### config.mk
export PLATFORM = sky130hd
export DESIGN_NAME = demux_collector_flat
export DESIGN_NICKNAME = d
export VERILOG_FILES = /design/src/rtl/demux_collector_pkg.sv /design/src/rtl/demux_collector_if.sv /design/src/rtl/demux_chan_fifo.sv /design/src/rtl/demux_collector.sv /design/src/flat_wrapper.sv
export SDC_FILE = /design/constraint.sdc
export NUM_CORES = 1
export LEC_CHECK = 0
export CORE_MARGIN = 3
export CORE_UTILIZATION = 39
export DETAILED_ROUTE_END_ITERATION = 8
export PLACE_DENSITY = 0.61
export SYNTH_ARGS = -nofsm -noshare
export SYNTH_HDL_FRONTEND = slang
export SYNTH_SLANG_ARGS = --single-unit
### constraint.sdc
create_clock -name clk -period 2.5 [get_ports clk]
set_clock_uncertainty 0.1 [all_clocks]
set_input_delay 0.5 -clock clk [delete_from_list [all_inputs] [get_ports clk]]
set_output_delay 0.5 -clock clk [all_outputs]
set_load 0.005 [all_outputs]
### src/rtl/demux_collector_pkg.sv
// demux_collector_pkg: shared channel tags, default width and arbiter state encoding for the demux collector
package demux_pkg;
  localparam logic CHAN_B = 1'b0;
  localparam logic CHAN_C = 1'b1;
  localparam int DEF_WIDTH = 2;
  typedef enum logic {LAST_B = 1'b0, LAST_C = 1'b1} arb_t;
endpackage

### src/rtl/demux_collector_if.sv
// demux_collector_if: demux lines B/C in, tagged merged stream out (master = environment, slave = collector)
interface demux_collector_if
  import demux_pkg::*;
#(
  parameter int WIDTH = DEF_WIDTH
);
  logic [WIDTH-1:0] inB;
  logic             inB_vld;
  logic [WIDTH-1:0] inC;
  logic             inC_vld;
  logic [WIDTH-1:0] out_data;
  logic             out_chan;
  logic             out_valid;
  logic             out_ready;
  logic             fullB;
  logic             fullC;
  modport master (
    output inB, inB_vld, inC, inC_vld, out_ready,
    input  out_data, out_chan, out_valid, fullB, fullC
  );
  modport slave (
    input  inB, inB_vld, inC, inC_vld, out_ready,
    output out_data, out_chan, out_valid, fullB, fullC
  );
endinterface

### src/rtl/demux_chan_fifo.sv
// demux_chan_fifo: per-channel sync FIFO; ports clk, rst_n, i_push/i_data in, i_pop in, o_data/o_full/o_empty out
module demux_chan_fifo #(
  parameter int WIDTH = 2,
  parameter int DEPTH = 4
) (
  input  logic             clk,
  input  logic             rst_n,
  input  logic             i_push,
  input  logic [WIDTH-1:0] i_data,
  input  logic             i_pop,
  output logic [WIDTH-1:0] o_data,
  output logic             o_full,
  output logic             o_empty
);
  localparam int AW = $clog2(DEPTH);
  logic [WIDTH-1:0] r_mem [DEPTH];
  logic [AW:0]      r_wr;
  logic [AW:0]      r_rd;
  logic             w_wen;
  logic             w_ren;
  // full when the pointers differ only in the wrap bit
  assign o_full  = (r_wr ^ r_rd) == {1'b1, {AW{1'b0}}};
  assign o_empty = r_wr == r_rd;
  assign w_wen   = i_push & ~o_full;
  assign w_ren   = i_pop & ~o_empty;
  assign o_data  = r_mem[r_rd[AW-1:0]];
  always_ff @(posedge clk or negedge rst_n) begin
    if (!rst_n) begin
      r_wr <= '0;
      r_rd <= '0;
    end else begin
      if (w_wen) r_wr <= r_wr + 1'b1;
      if (w_ren) r_rd <= r_rd + 1'b1;
    end
  end
  always_ff @(posedge clk) begin
    if (w_wen) r_mem[r_wr[AW-1:0]] <= i_data;
  end
endmodule

### src/rtl/demux_collector.sv
// demux_collector: buffers demux lines B/C in two FIFOs and merges them round-robin into one tagged valid/ready stream
// Ports: clk, rst_n (async active-low), bus (demux_collector_if.slave).
// With DEMUX_COLLECTOR_DROP_CNT_EN defined: drop_clr in, dropB_cnt/dropC_cnt saturating drop counters out.
module demux_collector
  import demux_pkg::*;
#(
  parameter int WIDTH = DEF_WIDTH,
  parameter int DEPTH = 4,
  parameter int CNT_W = 8
) (
  input  logic                   clk,
  input  logic                   rst_n,
`ifdef DEMUX_COLLECTOR_DROP_CNT_EN
  input  logic                   drop_clr,
  output logic [CNT_W-1:0]       dropB_cnt,
  output logic [CNT_W-1:0]       dropC_cnt,
`endif
  demux_collector_if.slave       bus
);
  arb_t             r_state;
  arb_t             w_state_nxt;
  logic             r_valid;
  logic [WIDTH-1:0] r_data;
  logic             r_chan;
  logic             w_ld;
  logic             w_popB;
  logic             w_popC;
  logic             w_emptyB;
  logic             w_emptyC;
  logic [WIDTH-1:0] w_dB;
  logic [WIDTH-1:0] w_dC;

  demux_chan_fifo #(.WIDTH(WIDTH), .DEPTH(DEPTH)) u_fifo_b (
    .clk(clk), .rst_n(rst_n), .i_push(bus.inB_vld), .i_data(bus.inB), .i_pop(w_popB),
    .o_data(w_dB), .o_full(bus.fullB), .o_empty(w_emptyB)
  );
  demux_chan_fifo #(.WIDTH(WIDTH), .DEPTH(DEPTH)) u_fifo_c (
    .clk(clk), .rst_n(rst_n), .i_push(bus.inC_vld), .i_data(bus.inC), .i_pop(w_popC),
    .o_data(w_dC), .o_full(bus.fullC), .o_empty(w_emptyC)
  );

  // output register reloads when empty or when its word is being taken
  assign w_ld = ~r_valid | bus.out_ready;

  always_ff @(posedge clk or negedge rst_n) begin
    if (!rst_n) r_state <= LAST_C;
    else        r_state <= w_state_nxt;
  end

  always_comb begin
    w_state_nxt = w_popB ? LAST_B : w_popC ? LAST_C : r_state;
  end

  // when both channels hold data, grant the one not served last
  always_comb begin
    w_popB = w_ld & ~w_emptyB & (w_emptyC | (r_state == LAST_C));
    w_popC = w_ld & ~w_emptyC & (w_emptyB | (r_state == LAST_B));
  end

  always_ff @(posedge clk or negedge rst_n) begin
    if (!rst_n) begin
      r_valid <= 1'b0;
      r_data  <= '0;
      r_chan  <= CHAN_B;
    end else if (w_ld) begin
      r_valid <= w_popB | w_popC;
      if (w_popB | w_popC) begin
        r_data <= w_popC ? w_dC : w_dB;
        r_chan <= w_popC ? CHAN_C : CHAN_B;
      end
    end
  end

  assign bus.out_valid = r_valid;
  assign bus.out_data  = r_data;
  assign bus.out_chan  = r_chan;

`ifdef DEMUX_COLLECTOR_DROP_CNT_EN
  logic [CNT_W-1:0] r_dropB_cnt;
  logic [CNT_W-1:0] r_dropC_cnt;
  logic             w_dropB;
  logic             w_dropC;
  assign w_dropB = bus.inB_vld & bus.fullB;
  assign w_dropC = bus.inC_vld & bus.fullC;
  always_ff @(posedge clk or negedge rst_n) begin
    if (!rst_n) begin
      r_dropB_cnt <= '0;
      r_dropC_cnt <= '0;
    end else begin
      r_dropB_cnt <= drop_clr ? '0 : (w_dropB & ~&r_dropB_cnt) ? r_dropB_cnt + 1'b1 : r_dropB_cnt;
      r_dropC_cnt <= drop_clr ? '0 : (w_dropC & ~&r_dropC_cnt) ? r_dropC_cnt + 1'b1 : r_dropC_cnt;
    end
  end
  assign dropB_cnt = r_dropB_cnt;
  assign dropC_cnt = r_dropC_cnt;
`endif
endmodule
### src/flat_wrapper.sv
// flat-port wrapper written by rule: the top's interface ports become plain ports
module demux_collector_flat import demux_pkg::*;
#(
  parameter int WIDTH = DEF_WIDTH,
  parameter int DEPTH = 4,
  parameter int CNT_W = 8
)
  (clk, rst_n, bus_inB, bus_inB_vld, bus_inC, bus_inC_vld, bus_out_ready, bus_out_data, bus_out_chan, bus_out_valid, bus_fullB, bus_fullC);
  demux_collector_if #(.WIDTH(WIDTH)) bus_i ();
  input  logic clk;
  input  logic rst_n;
  input wire logic [$bits(bus_i.inB)-1:0] bus_inB;
  input wire logic [$bits(bus_i.inB_vld)-1:0] bus_inB_vld;
  input wire logic [$bits(bus_i.inC)-1:0] bus_inC;
  input wire logic [$bits(bus_i.inC_vld)-1:0] bus_inC_vld;
  input wire logic [$bits(bus_i.out_ready)-1:0] bus_out_ready;
  output wire logic [$bits(bus_i.out_data)-1:0] bus_out_data;
  output wire logic [$bits(bus_i.out_chan)-1:0] bus_out_chan;
  output wire logic [$bits(bus_i.out_valid)-1:0] bus_out_valid;
  output wire logic [$bits(bus_i.fullB)-1:0] bus_fullB;
  output wire logic [$bits(bus_i.fullC)-1:0] bus_fullC;
  assign bus_i.inB = bus_inB;
  assign bus_i.inB_vld = bus_inB_vld;
  assign bus_i.inC = bus_inC;
  assign bus_i.inC_vld = bus_inC_vld;
  assign bus_i.out_ready = bus_out_ready;
  assign bus_out_data = bus_i.out_data;
  assign bus_out_chan = bus_i.out_chan;
  assign bus_out_valid = bus_i.out_valid;
  assign bus_fullB = bus_i.fullB;
  assign bus_fullC = bus_i.fullC;
  demux_collector #(.WIDTH(WIDTH), .DEPTH(DEPTH), .CNT_W(CNT_W)) u_core (.clk(clk), .rst_n(rst_n), .bus(bus_i));
endmodule
==> metrics.md, run 1 <==
| Metric | Value |
|---|---|
| IO buf count | `14` |
| Clock root buffer | `clkbuf_8` |
| Detailed placer's ending HPWL | `2010 um` |
| Pre-antenna DRT Iters | `4` |
| Fin crit share | `0.9540` |
| Layout cells sized above 1 | `0.1185` |
| GPL Wtd Cong | `0.7131` |
| Syn Nets | `approximately 130` |
| Reg clk slew, reported paths | `about 0.07 ns` |
| Reg-to-reg startpoint | `u_core.u_fifo_b.r_rd[0]` |
| Worst min path class | `reg2reg` |
| Endpoints failing setup | `0` |
| Final core utilization | `0.5046` |
| Die H | `70.08 um` |
| Setup TNS Final | `0 ns` |
| Sequential share of power | `0.402` |
| DRT Wirelength | `2626 um` |
| Average footprint of a synthesized cell | `14.30 um^2` |
| Arr. time, crit path | `about 1.8 ns` |
| Tot Pwr | `2475 uW` |
| CP Cell Sequence | `xnor2_1 -> and3_2 -> clkdlybuf4s50_1` |
| Outcome | `finished, final reports clean` |
| First-pass GRT wire length | `4678 um` |
| Placed insts | `175` |
| Post-placement cell area | `0.001805 mm^2` |
| Post_cts resized | `0` |
| First-iteration detailed-routing DRC count | `57` |
| Antenna Diode Count | `0` |
| Drt wl/cell | `around 14 um` |
| Final hold vios | `0` |
| Share of the synthesized area in the top cell type | `0.3000` |
| Max rail drop VDD | `0.0004741 V` |
| Synth Register Bits | `33` |
| Top-level I/O count | `15` |
| Syn Inst Count | `112` |
| Via count | `920` |
| Worst Min Path Start | `u_core.bus.out_chan` |
| Startpoint Class | `flip-flop` |
| RSZ-0062 raised after global routing | `no` |
| Drt drc | `0` |
| Clk_lat worst skew | `approximately 0.28 ns` |
| Syn Std Cell Area | `0.001602 mm^2` |
| Post-CTS setup buffer count | `0` |
| Lkg Pwr | `0.0007852 uW` |
| Clock power share | `0.188` |
| Synthesis-to-layout area growth | `19.69%` |
| Core Box Area | `0.003799 mm^2` |
| Vias in the first global route | `953` |
| Synth Flop Type | `edfxtp_1` |
| Req. time, crit path | `1.90 ns` |
| Pwr per Cell Area | `about 1300 mW/mm^2` |
| Initial antenna violation count | `0` |
| Cell taking the most area after synthesis | `edfxtp_1` |
| Internal | `approximately 1600 uW` |
| Fmax achieved | `419.3 MHz` |
| Final Max Tran Viols | `0` |
| Post-route ant nets | `0` |
| Clock Sinks | `33` |
| Crit Path Max Fanout | `5` |
| Largest stage delay, worst path | `0.49 ns` |
| H-tree depth | `2` |
| Num CTS Buffers | `5` |
| Rows | `22` |
| CP Capture Type | `primary output` |
| Maxcap violations | `0` |
| # nets final | `153` |
| Synth area leaders | `edfxtp_1 (30%), dfrtp_1 (25%), ha_1 (7.8%)` |
| Max clock buf depth | `2` |
| Combinational power share | `0.411` |
| Max_slew headroom | `0.6141` |
| TritonCTS clock tree | `done` |
| Drt via density | `5.027` |
| Switching power total | `856.1 uW` |
| Final std cells w/o fill | `183` |
| Largest net degree at the start of global routing | `18` |
| Hold Buf Count CTS | `0` |
| CP max-delay cell | `clkdlybuf4s50_1` |
| EDFF count, synth | `16` |
| Die ar. | `a little under 0.005 mm^2` |
| Sw Ratio | `0.3459` |
| Distinct cells, synth | `30` |
| Worst slew pin tran | `0.5762 ns` |
| Die width | `approximately 70 um` |
| GRT Overall Usage | `0.1261` |
| Post-synth ARST share | `0.5152` |
| CP Launch Point | `u_core.u_fifo_c.r_rd[0]` |
| Cell area after layout | `roughly 0.0019 mm^2` |
| Register area share after synthesis | `0.5664` |
| Post-layout min period | `2.385 ns` |
| Yosys Warn Count | `0` |
| Grt total ovfl | `0` |
| Initial Util | `0.4216` |
| Critical path class | `reg2out` |
## critical path: cells and delay by family, from the launching register on
| family | cells | cell delay [ns] |
|---|---|---|
| flip-flops | 1 | 0.47 |
| XOR/XNOR | 1 | 0.32 |
| buffers and inverters | 1 | 0.49 |
| AND/OR/NAND/NOR | 1 | 0.23 |
## cell type report
class,count,area [um^2]
Timing Repair Buffer,16,155.1
Multi-Input combinational cell,69,649.4
Tap cell,48,60.06
Inverter,9,33.78
Clock buffer,8,111.4
Sequential cell,33,907.1
Fill cell,332,1882
## cells in the mapped netlist, types with 3 or more instances
cell and instances:
and3_1 3, o21ai_0 3, edfxtp_1 16, xor2_1 6, a31oi_1 3, nand2_1 3
and2_1 8, xnor2_1 10, ha_1 10, inv_1 9, dfrtp_1 16
## stage by stage
stage | worst slack, ns | hold slack, ns
3_3_place_gp | 0.4234 | 0.3632
6_report | 0.1151 | 0.3894
4_1_cts | 0.09211 | 0.3920
3_5_place_dp | 0.3674 | 0.3761
5_1_grt | 0.004764 | 0.4088
2_1_floorplan | 0.6566 | 0.1044
## logic make-up after synthesis
logic type,Yosys count,share of synthesized area
XOR/XNOR,16,0.08750
adder cells (fa/ha/maj),10,0.07813
flip-flops,33,0.5664
buffers and inverters,10,0.02812
multiplexers,6,0.07734
AO/OA/AOI/OAI,18,0.09375
AND/OR/NAND/NOR,19,0.06876
## sequential cells by signal, indices dropped and copies added (netlist names)
signal and cells:
u_core.u_fifo_c.r_wr 3, u_core.u_fifo_c.r_mem 8, u_core.bus.out_valid 1, u_core.bus.out_data 2, u_core.bus.out_chan 1, u_core.r_state 1, u_core.u_fifo_b.r_wr 3, u_core.u_fifo_b.r_mem 8
u_core.u_fifo_b.r_rd 3, u_core.u_fifo_c.r_rd 3
## power by group through the flow
stage | registers (uW) | logic [uW] | clock network, uW
2_1_floorplan | 956 | 775 | 0
3_3_place_gp | 995 | 990 | 0
3_5_place_dp | 1010 | 1020 | 0
4_1_cts | 997 | 1030 | 482
5_1_grt | 1030 | 1150 | 517
6_report | 994 | 1020 | 464
## worst paths after layout
check / endpoint / slack, ns / cells past startpoint
max in group asynchronous: u_core.r_state / 1.60 / 2
worst min register to register: u_core.bus.out_chan / 0.39 / 1
worst min-delay path: u_core.bus.out_chan / 0.39 / 1
worst max register to register: u_core.u_fifo_c.r_rd[1] / 0.46 / 4
min in group asynchronous: u_core.bus.out_data[0] / 0.45 / 2
worst max-delay path: bus_fullC / 0.12 / 3
## routing by layer
metal | vias up | wire length (um) | track usage
met5 | - | 0 | 0
li1 | 453 | - | -
met4 | 0 | 56 | 0.05745
met2 | 16 | 1260 | 0.1910
met3 | 6 | 109 | 0.04748
met1 | 445 | 1199 | 0.1596
## cell usage in the layout, fill, tap and decap left out, drive strengths merged, types with 2 or more instances in the layout
cell and instances:
edfxtp 16, buf 2, mux2 2, nand2 3, nand3 2, xnor2 10
and3 4, a221oi 2, and2 8, ha 10, a31oi 3, dfrtp 16
a2111oi 3, a211oi 2, mux4 4, o21ai 3, clkdlybuf4s50 14, inv 9
xor2 6, clkbuf 8
Power figures use the tool's default switching activity.
==> run 2, diff against run 1 <==
--- a/config.mk
+++ b/config.mk
@@ -9,6 +9,7 @@
 export CORE_UTILIZATION = 39
 export DETAILED_ROUTE_END_ITERATION = 8
 export PLACE_DENSITY = 0.61
+export SLEW_MARGIN = 20
 export SYNTH_ARGS = -nofsm -noshare
 export SYNTH_HDL_FRONTEND = slang
 export SYNTH_SLANG_ARGS = --single-unit
==> results of run 2 <==
Same layout as run 1: the final DEF is identical, and so are final timing and power.
==> run 3, diff against run 2 <==
--- a/config.mk
+++ b/config.mk
@@ -8,7 +8,7 @@
 export CORE_MARGIN = 3
 export CORE_UTILIZATION = 39
 export DETAILED_ROUTE_END_ITERATION = 8
-export PLACE_DENSITY = 0.61
+export PLACE_DENSITY_LB_ADDON = 0.12
 export SLEW_MARGIN = 20
 export SYNTH_ARGS = -nofsm -noshare
 export SYNTH_HDL_FRONTEND = slang
==> run 3 against run 2 <==
Via count decreased by 1.4%. Sequential share of layout area decreased by 0.40 points. Highest routed layer unchanged. Critical path type unchanged. Global-route usage decreased by 0.23 points. Count of clock-buffer cells in the layout decreased by 2.
==> metrics.md, run 3 (synthesis gave the netlist of run 1 again) <==
| Metric | Value |
|---|---|
| Outcome | `finished, final reports clean` |
| Maxcap violations | `0` |
| Delay-heaviest family, CP | `buffers and inverters` |
| CP max-delay cell | `clkdlybuf4s50_1` |
| Num CTS Buffers | `5` |
| Clock root buffer | `clkbuf_8` |
| Rows | `22` |
| R2R Setup Slk | `0.46 ns` |
| FF/Latch Area | `907.1 um^2` |
| Max_slew headroom | `0.6924` |
| Worst r2r dst | `u_core.u_fifo_c.r_rd[1]` |
| Worst slew pin tran | `about 0.46 ns` |
| Layout cells sized above 1 | `0.1324` |
| # fillers | `342` |
| Final worst slack | `0.1242 ns` |
| Tot Pwr | `roughly 2500 uW` |
| Reg clk slew, reported paths | `0.07 ns` |
| Post-route ant nets | `0` |
| Fin crit share | `0.9503` |
| Final std cells w/o fill | `184` |
| Most frequent cells in the layout | `dfrtp_1 (16), edfxtp_1 (16), clkdlybuf4s50_1 (14)` |
| Multi-input gate area | `649.4 um^2` |
| Req. time, crit path | `about 1.9 ns` |
| First-iteration detailed-routing DRC count | `46` |
| Top-level I/O count | `15` |
| Max rail drop VDD | `about 0.00062 V` |
| CP Launch Point | `u_core.u_fifo_c.r_rd[0]` |
| H-tree depth | `2` |
| Crit. path cell count | `3` |
| Synthesis-to-layout area growth | `20.70%` |
| Lkg Pwr | `0.0007908 uW` |
| Clock power share | `0.203` |
| TritonCTS clock tree | `done` |
| Pre-antenna DRT Iters | `4` |
| CP Cell Sequence | `xnor2_1 -> and3_2 -> clkdlybuf4s50_1` |
| Drt via density | `4.929` |
| Endpoints failing setup | `0` |
| Vias in the first global route | `slightly below 1000` |
| Detailed placer's ending HPWL | `2055 um` |
| Setup crit end | `bus_fullC` |
| RSZ-0062 raised after global routing | `no` |
| Die H | `70.08 um` |
| Path depth of the worst reg2reg path | `4` |
| Hold Buf Count CTS | `0` |
| # nets final | `154` |
| Grt total ovfl | `0` |
| Antenna Diode Count | `0` |
| Switching power total | `875.3 uW` |
| Arr. time, crit path | `1.78 ns` |
| Combinational power share | `0.408` |
| Pre-CTS WS | `about 0.43 ns` |
| Final hold vios | `0` |
| Drt drc | `0` |
| Reg-to-reg startpoint | `u_core.u_fifo_b.r_rd[1]` |
| Placed insts | `176` |
| Clk_lat worst skew | `0.28 ns` |
| Worst min path class | `reg2reg` |
| Setup TNS Final | `0 ns` |
| Sequential share of power | `0.389` |
| DRT Wirelength | `2669 um` |
| Crit Path Max Fanout | `5` |
| Internal | `1672 uW` |
| Worst Path Buf+Inv | `1` |
| Post-layout min period | `2.376 ns` |
| Post-CTS setup buffer count | `0` |
| Pwr per Cell Area | `1318 mW/mm^2` |
| GPL Wtd Cong | `0.6965` |
| Startpoint Class | `flip-flop` |
| Clock Sinks | `33` |
| Sw Ratio | `0.3436` |
| IO buf count | `14` |
| Final Max Tran Viols | `0` |
| Max clock buf depth | `2` |
| Drt wl/cell | `14.51 um` |
| First-pass GRT wire length | `4685 um` |
| Core Box Area | `0.003799 mm^2` |
| GRT Overall Usage | `0.1238` |
| Critical path class | `reg2out` |
| CP Capture Type | `primary output` |
| Fmax achieved | `420.9 MHz` |
| Die width | `between 70 and 80 um` |
| Via count | `907` |
| Largest stage delay, worst path | `between 0.4 and 0.5 ns` |
| Largest net degree at the start of global routing | `18` |
| Die ar. | `0.004911 mm^2` |
| Initial Util | `0.4216` |
| Post_cts resized | `0` |
| Initial antenna violation count | `0` |
run 3: changes by cell type in the layout (fill, tap and decap cells not counted):
cell and delta:
clkbuf_1 -1, clkbuf_16 -1, clkinvlp_4 +1, bufinv_16 +1, buf_4 +1
run 3: power groups by stage:
| stage | logic (uW) | registers (uW) | clock network, uW |
|---|---|---|---|
| after floorplan | 775 | 956 | 0 |
| after global placement | 1020 | 992 | 0 |
| after detailed placement | 1050 | 1010 | 0 |
| after CTS | 1050 | 996 | 533 |
| after global routing | 1180 | 1020 | 563 |
| final | 1040 | 991 | 518 |
run 3: worst min path at each step:
stage / cells after the start / start / to / slack [ns]
final: 1 / u_core.bus.out_chan / u_core.bus.out_chan / 0.39
after global routing: 1 / u_core.bus.out_chan / u_core.bus.out_chan / 0.41
after CTS: 1 / u_core.bus.out_chan / u_core.bus.out_chan / 0.39
after detailed placement: 1 / u_core.bus.out_chan / u_core.bus.out_chan / 0.37
after global placement: 1 / u_core.bus.out_chan / u_core.bus.out_chan / 0.37
after floorplan: 0 / rst_n / u_core.bus.out_chan / 0.10
run 3: per-stage QoR:
| stage | hold WS [ns] | instance area (um^2) | utilization |
|---|---|---|---|
| floorplan | 0.1044 | 1602 | - |
| global placement | 0.3705 | 1813 | 0.4773 |
| detailed placement | 0.3711 | 1813 | 0.4773 |
| CTS | 0.3868 | 1933 | 0.5089 |
| global route | 0.4134 | 1933 | 0.5089 |
| finish | 0.3867 | 1933 | 0.5089 |
run 3: metal layers:
metal / GRT usage / vias to the layer above / share of wire
met5: 0 / - / 0
met4: 0.05106 / 0 / 0.0064
met3: 0.03885 / 2 / 0.028
met2: 0.1983 / 15 / 0.49
met1: 0.1546 / 435 / 0.48
li1: - / 455 / -
run 3: final cells by class:
type,instances,area share
flip-flops and latches,33,0.4693
repair buffers,17,0.08414
clock inverters,2,0.01942
inverters,9,0.01748
well taps,48,0.03107
clock buffers,6,0.04272
multi-input cells,69,0.3359
run 3: worst reg2reg max path: stages, from the launching register on:
cell and delay [ns]:
dfrtp_1 0.44, xnor2_1 0.32, nand3_1 0.31, a211o_4 0.45
mux2_4 0.31
